### config.mk
export PLATFORM = sky130hd
export DESIGN_NAME = spi_reg_target
export DESIGN_NICKNAME = d
export VERILOG_FILES = /design/src/rtl/spi_reg_target_pkg.sv /design/src/rtl/spi_pin_sync.sv /design/src/rtl/spi_reg_target.sv
export SDC_FILE = /design/constraint.sdc
export NUM_CORES = 1
export LEC_CHECK = 0
export ABC_AREA = 1
export BUFFER_PORTS_ARGS = -buffer_cell sky130_fd_sc_hd__clkbuf_2
export CAP_MARGIN = 15
export CORE_ASPECT_RATIO = 0.6
export CORE_MARGIN = 2
export CORE_UTILIZATION = 55
export DETAILED_ROUTE_END_ITERATION = 10
export PLACE_DENSITY = 0.82
export RECOVER_POWER = 25
export SYNTH_ARGS = -nofsm -noshare
export SYNTH_HDL_FRONTEND = slang
export SYNTH_SLANG_ARGS = --single-unit
### constraint.sdc
create_clock -name clk -period 2.3 [get_ports clk]
set_input_delay 0.23 -clock clk [delete_from_list [all_inputs] [get_ports clk]]
set_output_delay 0.23 -clock clk [all_outputs]
set_load 0.03 [all_outputs]
### src/rtl/spi_reg_target_pkg.sv
// spi_reg_target_pkg: shared FSM states, address map and frame length constants
package spi_reg_target_pkg;
  typedef enum logic [1:0] {IDLE, CMD, DATA, DONE} state_t;
  localparam logic [6:0] ADDR_STATUS = 7'd6;
  localparam logic [6:0] ADDR_ID = 7'd7;
  localparam int CMD_BITS = 8;
  localparam int DATA_BITS = 32;
  localparam int FRAME_BITS = CMD_BITS + DATA_BITS;
endpackage

### src/rtl/spi_pin_sync.sv
// spi_pin_sync: synchronises SPI pins into clk and derives SCK edge roles and select transitions
module spi_pin_sync (
  input  logic clk,
  input  logic rstn,
  input  logic cpol,
  input  logic spi_sck,
  input  logic spi_ssn,
  input  logic spi_mosi,
  output logic lead_pulse,
  output logic trail_pulse,
  output logic ssn_fall,
  output logic ssn_rise,
  output logic ssn_s,
  output logic mosi_s
);
  logic [2:0] r_sck, r_ssn;
  logic [1:0] r_mosi;
  logic w_sck_chg;
  always_ff @(posedge clk or negedge rstn) begin
    if (!rstn) begin
      r_sck  <= '0;
      r_ssn  <= '1;
      r_mosi <= '0;
    end else begin
      r_sck  <= {r_sck[1:0], spi_sck};
      r_ssn  <= {r_ssn[1:0], spi_ssn};
      r_mosi <= {r_mosi[0], spi_mosi};
    end
  end
  assign w_sck_chg   = r_sck[1] ^ r_sck[2];
  assign lead_pulse  = w_sck_chg && (r_sck[1] != cpol);
  assign trail_pulse = w_sck_chg && (r_sck[1] == cpol);
  assign ssn_fall    = r_ssn[2] && !r_ssn[1];
  assign ssn_rise    = !r_ssn[2] && r_ssn[1];
  assign ssn_s       = r_ssn[1];
  assign mosi_s      = r_mosi[1];
endmodule

### src/rtl/spi_reg_target.sv
// spi_reg_target: oversampled SPI target exposing a small 32-bit register file
module spi_reg_target
  import spi_reg_target_pkg::*;
#(
  parameter logic [31:0] ID_VALUE = 32'h5350_4931,
  parameter int NREGS_RW = 6
) (
  input  logic                     clk,
  input  logic                     rstn,
  input  logic                     cpol,
  input  logic                     cpha,
  input  logic                     spi_sck,
  input  logic                     spi_ssn,
  input  logic                     spi_mosi,
  output logic                     spi_miso,
  output logic                     spi_misooen,
  input  logic [31:0]              status_i,
  output logic [NREGS_RW*32-1:0]   regs_o,
  output logic                     wr_strobe,
  output logic [2:0]               wr_addr,
  output logic                     frame_err
);
  state_t r_state, w_state_n;
  logic w_lead, w_trail, w_fall, w_rise, w_ssn_s, w_mosi_s;
  logic w_samp, w_shift, w_cmd_last, w_data_last;
  logic [5:0] r_cnt;
  logic [31:0] r_sh, r_tx, w_word;
  logic [7:0] r_cmd;
  logic [NREGS_RW-1:0][31:0] r_regs;
  logic r_load, r_commit, r_miso, r_strobe, r_err;
  logic [2:0] r_wr_addr;
  spi_pin_sync u_sync (
    .clk(clk), .rstn(rstn), .cpol(cpol), .spi_sck(spi_sck), .spi_ssn(spi_ssn), .spi_mosi(spi_mosi),
    .lead_pulse(w_lead), .trail_pulse(w_trail), .ssn_fall(w_fall), .ssn_rise(w_rise),
    .ssn_s(w_ssn_s), .mosi_s(w_mosi_s)
  );
  // a select rise in the same clk as an SCK edge wins: the edge is dropped
  assign w_samp      = (r_state == CMD || r_state == DATA) && !w_rise && (cpha ? w_trail : w_lead);
  assign w_shift     = r_state == DATA && !w_rise && (cpha ? w_lead : w_trail);
  assign w_cmd_last  = r_state == CMD && w_samp && r_cnt == 6'(CMD_BITS - 1);
  assign w_data_last = r_state == DATA && w_samp && r_cnt == 6'(FRAME_BITS - 1);
  always_ff @(posedge clk or negedge rstn) begin
    if (!rstn) r_state <= IDLE;
    else r_state <= w_state_n;
  end
  always_comb begin
    w_state_n = r_state;
    if (w_rise) w_state_n = IDLE;
    else if (r_state == IDLE && w_fall) w_state_n = CMD;
    else if (w_cmd_last) w_state_n = DATA;
    else if (w_data_last) w_state_n = DONE;
  end
  // r_sh[6:0] holds the address in the clk the command completes
  always_comb begin
    w_word = '0;
    for (int i = 0; i < NREGS_RW; i++) if (r_sh[6:0] == 7'(i)) w_word = r_regs[i];
    if (r_sh[6:0] == ADDR_STATUS) w_word = status_i;
    if (r_sh[6:0] == ADDR_ID) w_word = ID_VALUE;
  end
  always_ff @(posedge clk or negedge rstn) begin
    if (!rstn) begin
      r_cnt     <= '0;
      r_sh      <= '0;
      r_tx      <= '0;
      r_cmd     <= '0;
      r_regs    <= '0;
      r_load    <= 1'b0;
      r_commit  <= 1'b0;
      r_miso    <= 1'b0;
      r_strobe  <= 1'b0;
      r_err     <= 1'b0;
      r_wr_addr <= '0;
    end else begin
      r_cnt    <= (w_rise || r_state == IDLE) ? '0 : r_cnt + 6'(w_samp);
      r_sh     <= w_samp ? {r_sh[30:0], w_mosi_s} : r_sh;
      r_load   <= w_cmd_last;
      r_commit <= w_data_last && r_cmd[7] && r_cmd[6:0] < 7'(NREGS_RW);
      r_err    <= (w_rise && r_cnt != '0 && r_cnt < 6'(FRAME_BITS)) || (r_load && r_sh[6:0] > ADDR_ID);
      r_strobe <= r_commit;
      r_miso   <= w_fall ? 1'b0 : w_shift ? r_tx[31] : r_miso;
      if (r_load) begin
        r_cmd <= r_sh[7:0];
        r_tx  <= r_sh[7] ? '0 : w_word;
      end else if (w_shift) r_tx <= {r_tx[30:0], 1'b0};
      if (r_commit) r_wr_addr <= r_cmd[2:0];
      for (int i = 0; i < NREGS_RW; i++) if (r_commit && r_cmd[2:0] == 3'(i)) r_regs[i] <= r_sh;
    end
  end
  assign spi_miso    = r_miso && r_state == DATA;
  assign spi_misooen = w_ssn_s;
  assign regs_o      = r_regs;
  assign wr_strobe   = r_strobe;
  assign wr_addr     = r_wr_addr;
  assign frame_err   = r_err;
endmodule

Yosys cells after proc, flatten, opt, wreduce, memory -nomap -nowiden
Cells that the tools add are included.
{"block": "word_totals", "reg_bits": 288, "inputBits": 39, "wordCells": 101}
{"block": "op_classes", "n_addsub": 1, "magnitude_cmp": 3, "eq_ne": 18, "muxes": 20, "bitwise_logic": 1, "reduce_logical": 38}
{"cell": "$mux W32", "n": 11}
{"cell": "$eq A7 B3 Y1 const B", "n": 4}
{"cell": "$logic_and A1 B1 Y1", "n": 25}
{"cell": "$eq A7 B2 Y1 const B", "n": 2}
{"cell": "$mux W2", "n": 4}
{"cell": "$eq A7 B1 Y1 const B", "n": 1}
{"cell": "$gt A7 B3 Y1 const B", "n": 1}
{"cell": "$logic_not A7 Y1", "n": 1}
{"cell": "$lt A7 B3 Y1 const B", "n": 1}
{"cell": "$add A6 B1 Y6", "n": 1}
{"cell": "$eq A3 B2 Y1 const B", "n": 2}
{"cell": "$eq A3 B3 Y1 const B", "n": 2}
{"cell": "$eq A6 B3 Y1 const B", "n": 1}
{"cell": "$eq A6 B6 Y1 const B", "n": 1}
{"cell": "$lt A6 B6 Y1 const B", "n": 1}
{"cell": "$mux W6", "n": 1}
{"cell": "$reduce_bool A6 Y1", "n": 1}
{"cell": "$mux W1", "n": 4}
{"cell": "$reduce_bool A2 Y1", "n": 2}
{"cell": "$reduce_bool A4 Y1", "n": 1}
{"cell": "$eq A3 B1 Y1 const B", "n": 1}
{"cell": "$logic_not A1 Y1", "n": 3}
{"cell": "$logic_not A3 Y1", "n": 1}
{"cell": "$logic_or A1 B1 Y1", "n": 3}
{"cell": "6 further kinds", "n": 6}

Depth between registers and ports, before layout
Gate-level depths: netlist of the first run.
{"block": "depth", "ltp_word": 11, "mapped_depth": 15, "depth_no_buf": 13}

By module
Synthesis of the first run repeated with hierarchy kept, for this count alone.
{"block": "unflattened", "hier_cells": 1586, "hier_area_um2": 12878.6}
{"mod": "spi_reg_target", "instances": 1, "cells_per_inst": 1560, "area_per_inst_um2": 12607.1, "seq_area_each_um2": 7006.7}
{"mod": "spi_pin_sync", "instances": 1, "cells_per_inst": 26, "area_per_inst_um2": 271.5, "seq_area_each_um2": 203.9}

Least setup slack after synthesis of the first run
No wires, ideal clock.
{"block": "synth_path", "path_kind": "register to register", "startpoint": "register u_sync.r_ssn[1]", "endpoint": "register r_cnt[4]", "setup_time_ps": 88, "arrival_ps": 1859, "slack_ps": 353, "stages_incl_launch_ff": 13, "cell_sequence": "dfstp_2 -> inv_1 -> nor2_1 -> nor2_1 -> nand3_2 -> inv_2 -> ha_1 -> ha_1 -> nand2_1 -> inv_1 -> nand2_1 -> nor2_1 -> nor3b_1"}
{"block": "synth_between", "elab_chain_cells": 6, "word_cells_on_any_way": 7, "classes_between": "add/sub: 1; mux: 1; reduce/logical: 5"}
{"element": "start: declaration", "line_no": "spi_pin_sync.sv:16", "source": "logic [2:0] r_sck, r_ssn;"}
{"element": "start signal: assignment", "line_no": "spi_pin_sync.sv:26", "source": "r_ssn <= {r_ssn[1:0], spi_ssn};"}
{"element": "$logic_and A1 B1 Y1 *", "line_no": "spi_pin_sync.sv:34", "source": "assign ssn_rise = !r_ssn[2] && r_ssn[1];"}
{"element": "$logic_not A1 Y1", "line_no": "spi_reg_target.sv:38", "source": "assign w_samp = (r_state == CMD || r_state == DATA) && !w_rise && (cpha ? w_trail : w_lead);"}
{"element": "$logic_and A1 B1 Y1 (2 in series)", "line_no": "spi_reg_target.sv:38"}
{"element": "$add A6 B1 Y6", "line_no": "spi_reg_target.sv:74", "source": "r_cnt <= (w_rise || r_state == IDLE) ? '0 : r_cnt + 6'(w_samp);"}
{"element": "$mux W6 *", "line_no": "spi_reg_target.sv:74"}
{"element": "end signal: assignment", "line_no": "spi_reg_target.sv:74"}
{"element": "end: declaration", "line_no": "spi_reg_target.sv:26", "source": "logic [5:0] r_cnt;"}
Every way passes the cells marked *; elsewhere a longest branch is shown, timed or not.
A chain may end at the register's enable or synchronous reset.

Worst setup path after layout of the first run
{"block": "layout_path", "startpoint": "register r_sh[6]", "endpoint": "register r_tx[0]"}
{"block": "layout_between", "elab_chain_cells": 11, "word_cells_on_any_way": 18, "classes_between": "eq/ne: 7; mux: 10; reduce/logical: 1"}
{"element": "start: declaration", "line_no": "spi_reg_target.sv:27", "source": "logic [31:0] r_sh, r_tx, w_word;"}
{"element": "start signal: assignment", "line_no": "spi_reg_target.sv:75", "source": "r_sh <= w_samp ? {r_sh[30:0], w_mosi_s} : r_sh;"}
{"element": "$logic_not A7 Y1", "line_no": "spi_reg_target.sv:56", "source": "for (int i = 0; i < NREGS_RW; i++) if (r_sh[6:0] == 7'(i)) w_word = r_regs[i];"}
{"element": "$mux W32 (6 in series)", "line_no": "spi_reg_target.sv:56"}
{"element": "$mux W32", "line_no": "spi_reg_target.sv:57", "source": "if (r_sh[6:0] == ADDR_STATUS) w_word = status_i;"}
{"element": "$mux W32 *", "line_no": "spi_reg_target.sv:58", "source": "if (r_sh[6:0] == ADDR_ID) w_word = ID_VALUE;"}
{"element": "$mux W32 *", "line_no": "spi_reg_target.sv:83", "source": "r_tx <= r_sh[7] ? '0 : w_word;"}
{"element": "$mux W32 *", "line_no": "spi_reg_target.sv:81", "source": "if (r_load) begin"}
{"element": "end signal: assignment", "line_no": "spi_reg_target.sv:83"}
{"element": "end signal: assignment", "line_no": "spi_reg_target.sv:84", "source": "end else if (w_shift) r_tx <= {r_tx[30:0], 1'b0};"}
{"element": "end: declaration", "line_no": "spi_reg_target.sv:27"}
Marks and branches as above.

==> results of run 1 <==
## sequential cells by signal (all words and copies together), names as in the netlist
name	count
r_load	1
r_sh	32
u_sync.r_ssn	3
r_cnt	6
regs_o	192
r_tx	32
wr_addr	3
u_sync.r_mosi	2
wr_strobe	1
r_state	2
r_commit	1
r_cmd	8
u_sync.r_sck	3
r_miso	1
frame_err	1
## cell type report
cell class | instances | area [sq um] | area share (%)
flip-flops and latches | 288 | 7210 | 46.8
multi-input cells | 1096 | 4950 | 32.1
repair buffers | 279 | 1610 | 10.5
clock buffers | 39 | 761 | 4.94
inverters | 117 | 447 | 2.90
well taps | 315 | 394 | 2.56
clock inverters | 6 | 30.0 | 0.195
## cells by family (layout without fill, tap and decap cells)
logic type      after synthesis  count (layout)  share of synthesized area (%)
flops                       288             288                           55.3
compound gates              274             274                           10.8
xor+xnor                      2               2                          0.134
fa+ha+maj                     5               5                          0.480
simple gates                815             815                           26.3
buf+inv                     208             441                           7.02
## routing by layer
layer	routed length, um	vias to the layer above
li1	-	5543
met1	18300	6012
met2	18100	811
met3	5710	84
met4	1030	0
met5	0	-
## what timing repair did
item,4_1_cts,5_1_grt
hold endpoints to repair,73,0
endpoints found under the setup margin,0,2
hold buffers,4,0
## synthesized netlist by cell type (4+ instances only)
| cell type | n |
|---|---|
| inv_1 | 88 |
| inv_2 | 24 |
| buf_2 | 18 |
| o21ai_0 | 243 |
| nand3_1 | 93 |
| nor3_1 | 4 |
| buf_4 | 11 |
| nor2_1 | 125 |
| a21oi_1 | 15 |
| nand2_1 | 538 |
| o211ai_1 | 12 |
| nand4_1 | 33 |
| clkbuf_1 | 53 |
| buf_6 | 8 |
| dfrtp_1 | 285 |
| ha_1 | 5 |
## power by group through the flow
stage | sequential (mW) | clock (mW) | combinational [mW]
after floorplan | 5.54 | 0 | 2.04
after global placement | 5.58 | 0 | 2.87
after detailed placement | 5.58 | 0 | 2.92
after CTS | 5.50 | 4.20 | 2.94
after global routing | 5.52 | 4.44 | 3.32
final | 5.51 | 4.19 | 3.17
## per-stage QoR
step / std cells / util [%] / hold slack [ps] / power, mW / cell area, sq um
after floorplan: 1592 / - / -65.6 / 7.58 / 13000
after global placement: 2090 / 62.9 / 270 / 8.45 / 14600
after detailed placement: 2090 / 62.9 / 271 / 8.50 / 14600
after CTS: 2139 / 66.5 / 80.4 / 12.6 / 15400
after global routing: 2140 / 66.4 / 125 / 13.3 / 15400
final: 2140 / 66.4 / 104 / 12.9 / 15400
## final timing paths
check                                        to  slack [ps]
worst min-delay path                   r_tx[31]         100
worst min register to register  u_sync.r_ssn[1]         360
max in group asynchronous           regs_o[190]         370
worst max-delay path                    r_tx[0]         120
worst max register to register          r_tx[0]         120
min in group asynchronous           regs_o[135]         500
## worst min-delay path, cell delays in order
cell	delay, ps
clkbuf_2	90
nor2_1	100
nor2_1	40
nand2_1	70
a21oi_1	60
==> run summary, run 1 <==
result of the run - finished, final reports clean
power density normalized to cell area - 836 nW/um^2
sum of routed wire length over all layers - 43.2 mm
highest ir drop seen on vdd - 0.000675 V
netlist area before placement - 13000 sq um
TritonCTS clock tree - done
maximum level of the CTS H-tree - 1
gate count of the mapped netlist - 1592
data required time of the critical path - 2770 ps
vias in the first global route - 11200
Initial Utilization - 56.3%
Gate power share - 24.7%
Post-DRT Antenna Nets - 0
final layout net count - 1852
Clock power frac - 32.6%
DRC violation total after the first TritonRoute iteration - 1645
I/O pins - 238
maximum clock frequency - 0.459 GHz
category of cells accounting for the largest share of critical-path delay - simple AND/OR/NAND/NOR gates
Buffers & Inverters on Critical Path - 3
number of max-capacitance violations reported - 0
class of the most critical setup path - reg -> reg
data arrival time of the worst path - 2650 ps
number of logic stages on the critical path including buffering - 12
slew at the pin with the worst max-slew slack - 1130 ps
DRC violations left - 0
fraction of layout cells with a size suffix above 1 - 20.0%
clock insertion delay at the later pin of the skew report - 540 ps
total negative slack for setup checks - 0 ps
CTS Buf Count - 26
number of sinks on the clock net - 288
unrepaired setup endpoints after global routing - false
Post-Syn Nets - 1636
number of cell rows - 43
Net Sw Frac - 34.9%
root buffer selected by CTS - clkbuf_16
met3 Resource Use GR - 9.62%
post-cts sizing count - 0
routed via count - 12500
type of element capturing the critical path - flop
dominant cells by area after synthesis - dfrtp_1 (55%), nand2_1 (15%), o21ai_0 (9.3%)
largest fanout on the critical path - 32
commonest non-fill, non-tap cell in the layout - nand2_1
proportion of synthesized flip-flops having asynchronous set or reset - 100%
number of register bits inferred by synthesis - 288
count of buffers from port buffering - 237
Die X-Extent - 203 um
GRT met1 Usage - 52.5%
area growth from synthesis to final layout - 18.1%
cell-internal power - 8.37 mW
share of the synthesized area in the top cell type - 54.7%
syn avg cell area - 8.19 sq um
post-route fraction of the period consumed by the critical path - 94.8%
post-synthesis cell type count - 39
number of hold-slack violations in the final timing report - 0
startpoint of the worst register-to-register path - r_sh[6]
layout filler cell count - 1924
R2R cell count - 12
cell with the most instances on the worst path - nand2_1
startpoint of the most critical hold path - status_i[31]
slowest stage cell, crit path - dfrtp_1
average wire per cell in the routed design - 20.2 um
launch point of the critical path - r_sh[6]
full die area - 25000 sq um
setup clock skew after layout - 16.9 ps
first-pass detailed-route iteration total - 8
overall routing resource usage - 34.3%
Die Y-Extent - 123 um
vias per cell - 5.82
Detail Placement HPWL - 29.8 mm
dominant cell type by area after synthesis - dfrtp_1
relative contribution of sequential cells to total power - 42.8%
Critical Path Source Type - flop
maximum single-stage delay on the critical path - 410 ps
Post-CTS Setup Inserts - 0
CP cell instances - inv_2 > nand2_1 > nor2_4 > buf_12 > nand2_1 > inv_2 > nand2_1 > nand3_1 > a21oi_1 > nand4_1 > nand2_1 > nand2_1
core outline area - 23200 sq um
clk buf depth - 3
clock-pin slew on the worst setup and hold paths - 70 ps
minimum clock period - 2180 ps
pin count of the biggest net entering global routing - 79
worst max-slew margin expressed relative to the limit - 24.8%
count of antenna diodes in the layout - 0
least setup slack across all paths after layout - 120 ps
placement-stage worst setup slack - 176 ps
initial antenna violation count - 0
sequential-to-total area share from yosys stat - 55.3%
count of flip-flops with a built-in enable after synthesis - 0
leakage - 7.70 nW
global-route layer with the greatest usage - met1
Routability Congestion - 0.927
synth warn - 0
leading register cell type out of synthesis - dfrtp_1
net switching power - 4.49 mW
final count of negative-setup-slack endpoints - 0
met2 GRT Util - 48.2%
hold crit path type - in -> reg
Worst Hold Depth - 5
first-pass GRT wire length - 65.4 mm
total congestion overflow - 0
Final Slew Violations - 0
top library cells by usage in the layout, fill and taps aside - nand2_1 (534), dfrtp_1 (285), o21ai_0 (243)
Note: power is estimated with default switching activity, not from simulation.
==> inputs of run 2 (changes only) <==
--- a/config.mk
+++ b/config.mk
@@ -6,11 +6,12 @@
 export NUM_CORES = 1
 export LEC_CHECK = 0
 export ABC_AREA = 1
-export BUFFER_PORTS_ARGS = -buffer_cell sky130_fd_sc_hd__clkbuf_2
+export BUFFER_PORTS_ARGS = -buffer_cell sky130_fd_sc_hd__buf_2
 export CAP_MARGIN = 15
 export CORE_ASPECT_RATIO = 0.6
 export CORE_MARGIN = 2
 export CORE_UTILIZATION = 55
+export CTS_CLUSTER_SIZE = 40
 export DETAILED_ROUTE_END_ITERATION = 10
 export PLACE_DENSITY = 0.82
 export RECOVER_POWER = 25
==> run summary, run 2 (synthesis results as in run 1) <==
layout filler cell count - 1884 (was 1924)
total negative slack for setup checks - 0 ps (unchanged)
hold crit path type - in -> reg (unchanged)
Die Y-Extent - 123 um (unchanged)
class of the most critical setup path - reg -> reg (unchanged)
Routability Congestion - 0.961 (was 0.927)
top library cells by usage in the layout, fill and taps aside - nand2_1 (534), dfrtp_1 (285), o21ai_0 (243) (unchanged)
full die area - 25000 sq um (unchanged)
final count of negative-setup-slack endpoints - 0 (unchanged)
pin count of the biggest net entering global routing - 71 (was 79)
largest fanout on the critical path - 29 (was 32)
post-route fraction of the period consumed by the critical path - 91.1% (was 94.8%)
first-pass GRT wire length - 66.6 mm (was 65.4 mm)
clock insertion delay at the later pin of the skew report - 570 ps (was 540 ps)
Gate power share - 21.9% (was 24.7%)
slew at the pin with the worst max-slew slack - 974 ps (was 1130 ps)
maximum single-stage delay on the critical path - 410 ps (about the same)
number of hold-slack violations in the final timing report - 0 (unchanged)
data required time of the critical path - 2780 ps (was 2770 ps)
Storage cell area - 7210 sq um (unchanged)
placement-stage worst setup slack - 299 ps (was 176 ps)
clk buf depth - 3 (unchanged)
number of cells after detailed placement - 2092 (was 2090)
root buffer selected by CTS - clkbuf_16 (unchanged)
routed via count - 12400 (was 12500)
initial antenna violation count - 1 (was 0)
data arrival time of the worst path - 2580 ps (was 2650 ps)
CTS Buf Count - 26 (unchanged)
power density normalized to cell area - 851 nW/um^2 (was 836 nW/um^2)
TritonCTS clock tree - done (unchanged)
vias per cell - 5.77 (was 5.82)
Die X-Extent - 203 um (unchanged)
I/O pins - 238 (unchanged)
Clock power frac - 36.4% (was 32.6%)
Critical Path Source Type - flop (unchanged)
relative contribution of sequential cells to total power - 41.7% (was 42.8%)
Initial Utilization - 56.3% (unchanged)
result of the run - finished, final reports clean (unchanged)
commonest non-fill, non-tap cell in the layout - nand2_1 (unchanged)
DRC violation total after the first TritonRoute iteration - 1433 (was 1645)
average wire per cell in the routed design - 20.0 um (was 20.2 um)
Net Sw Frac - 33.0% (was 34.9%)
first-pass detailed-route iteration total - 6 (was 8)
clock-pin slew on the worst setup and hold paths - 70 ps (about the same)
final layout net count - 1853 (was 1852)
overall routing resource usage - 35.0% (was 34.3%)
cell-internal power - 8.87 mW (was 8.37 mW)
CP cell instances - inv_2 > nand2_1 > nor2_4 > buf_4 > nand3_1 > nand3_1 > nor2_1 > nand4_1 > nand2_1 > a21oi_1 (was inv_2 > nand2_1 > nor2_4 > buf_12 > nand2_1 > inv_2 > nand2_1 > nand3_1 > a21oi_1 > nand4_1 > nand2_1 > nand2_1)
total congestion overflow - 0 (unchanged)
slowest stage cell, crit path - dfrtp_1 (unchanged)
minimum clock period - 2100 ps (was 2180 ps)
vias in the first global route - 11600 (was 11200)
final instance count without filler cells - 2143 (was 2140)
highest ir drop seen on vdd - 0.000746 V (was 0.000675 V)
sum of routed wire length over all layers - 42.9 mm (was 43.2 mm)
number of max-capacitance violations reported - 0 (unchanged)
Buffers & Inverters on Critical Path - 2 (was 3)
least setup slack across all paths after layout - 204 ps (was 120 ps)
area of the multi-input gates - 4950 sq um (unchanged)
leakage - 7.96 nW (was 7.70 nW)
post-cts sizing count - 0 (unchanged)
number of sinks on the clock net - 288 (unchanged)
category of cells accounting for the largest share of critical-path delay - simple AND/OR/NAND/NOR gates (unchanged)
area growth from synthesis to final layout - 19.3% (was 18.1%)
core outline area - 23200 sq um (unchanged)
DRC violations left - 0 (unchanged)
maximum clock frequency - 0.477 GHz (was 0.459 GHz)
type of element capturing the critical path - flop (unchanged)
power after layout - 13.2 mW (was 12.9 mW)
count of buffers from port buffering - 237 (unchanged)
number of cell rows - 43 (unchanged)
setup clock skew after layout - 19.9 ps (was 16.9 ps)
net switching power - 4.37 mW (was 4.49 mW)
Final Slew Violations - 0 (unchanged)
worst max-slew margin expressed relative to the limit - 35.0% (was 24.8%)
maximum level of the CTS H-tree - 1 (unchanged)
Detail Placement HPWL - 30.2 mm (was 29.8 mm)
Post-DRT Antenna Nets - 0 (unchanged)
fraction of layout cells with a size suffix above 1 - 20.5% (was 20.0%)
flip-flop count of the largest register after layout - 192 (unchanged)
unrepaired setup endpoints after global routing - false (unchanged)
[run 2: layer usage]
metal	routed length, um	global-route usage, %
met2	17400	48.5
met3	5930	12.3
met5	0	2.98
met4	1380	11.2
met1	18100	51.3
[run 2: power groups by stage]
stage	clock network, mW	registers [mW]	logic [mW]
finish	4.82	5.52	2.89
CTS	4.82	5.51	2.82
floorplan	0	5.54	2.04
global route	5.04	5.54	3.10
global placement	0	5.59	2.76
detailed placement	0	5.60	2.79
[run 2: worst min-delay path, stage by stage]
cell     delay [ps]
buf_2            80
nor2_1           30
nor2_1           70
nand2_1          70
nand2_1          50
nand2_1          40
nand2_1          50
[run 2: what timing repair did]
| item | CTS | global route |
|---|---|---|
| hold buffers | 4 | 0 |
| endpoints found under the hold margin | 288 | 0 |
| buffers inserted | 0 | 0 |
[run 2: cell type report]
type,instances,share of cell area (%)
Inverter,117,2.87
Clock inverter,8,0.973
Tap cell,315,2.53
Sequential cell,288,46.4
Clock buffer,38,5.12
Antenna cell,1,0.0161
Timing Repair Buffer,280,10.3
Multi-Input combinational cell,1096,31.8
[run 2: final timing paths]
path                                 start  cells past startpoint         endpoint  slack [ps]
min in group asynchronous             rstn                      2      regs_o[131]         360
max in group asynchronous             rstn                      3       regs_o[56]         430
setup reg to reg                   r_sh[6]                     10          r_tx[4]         200
hold reg to reg            u_sync.r_sck[0]                      0  u_sync.r_sck[1]         350
hold / removal                status_i[29]                      7         r_tx[29]          80
setup / recovery                   r_sh[6]                     10          r_tx[4]         200
[run 2: stage by stage]
step	area (sq um)	hold slack, ps	util, %
2_1_floorplan	13000	-65.6	-
3_3_place_gp	14600	137	63.0
3_5_place_dp	14600	136	63.0
4_1_cts	15600	77.7	67.3
5_1_grt	15600	121	67.1
6_report	15600	83.5	67.1
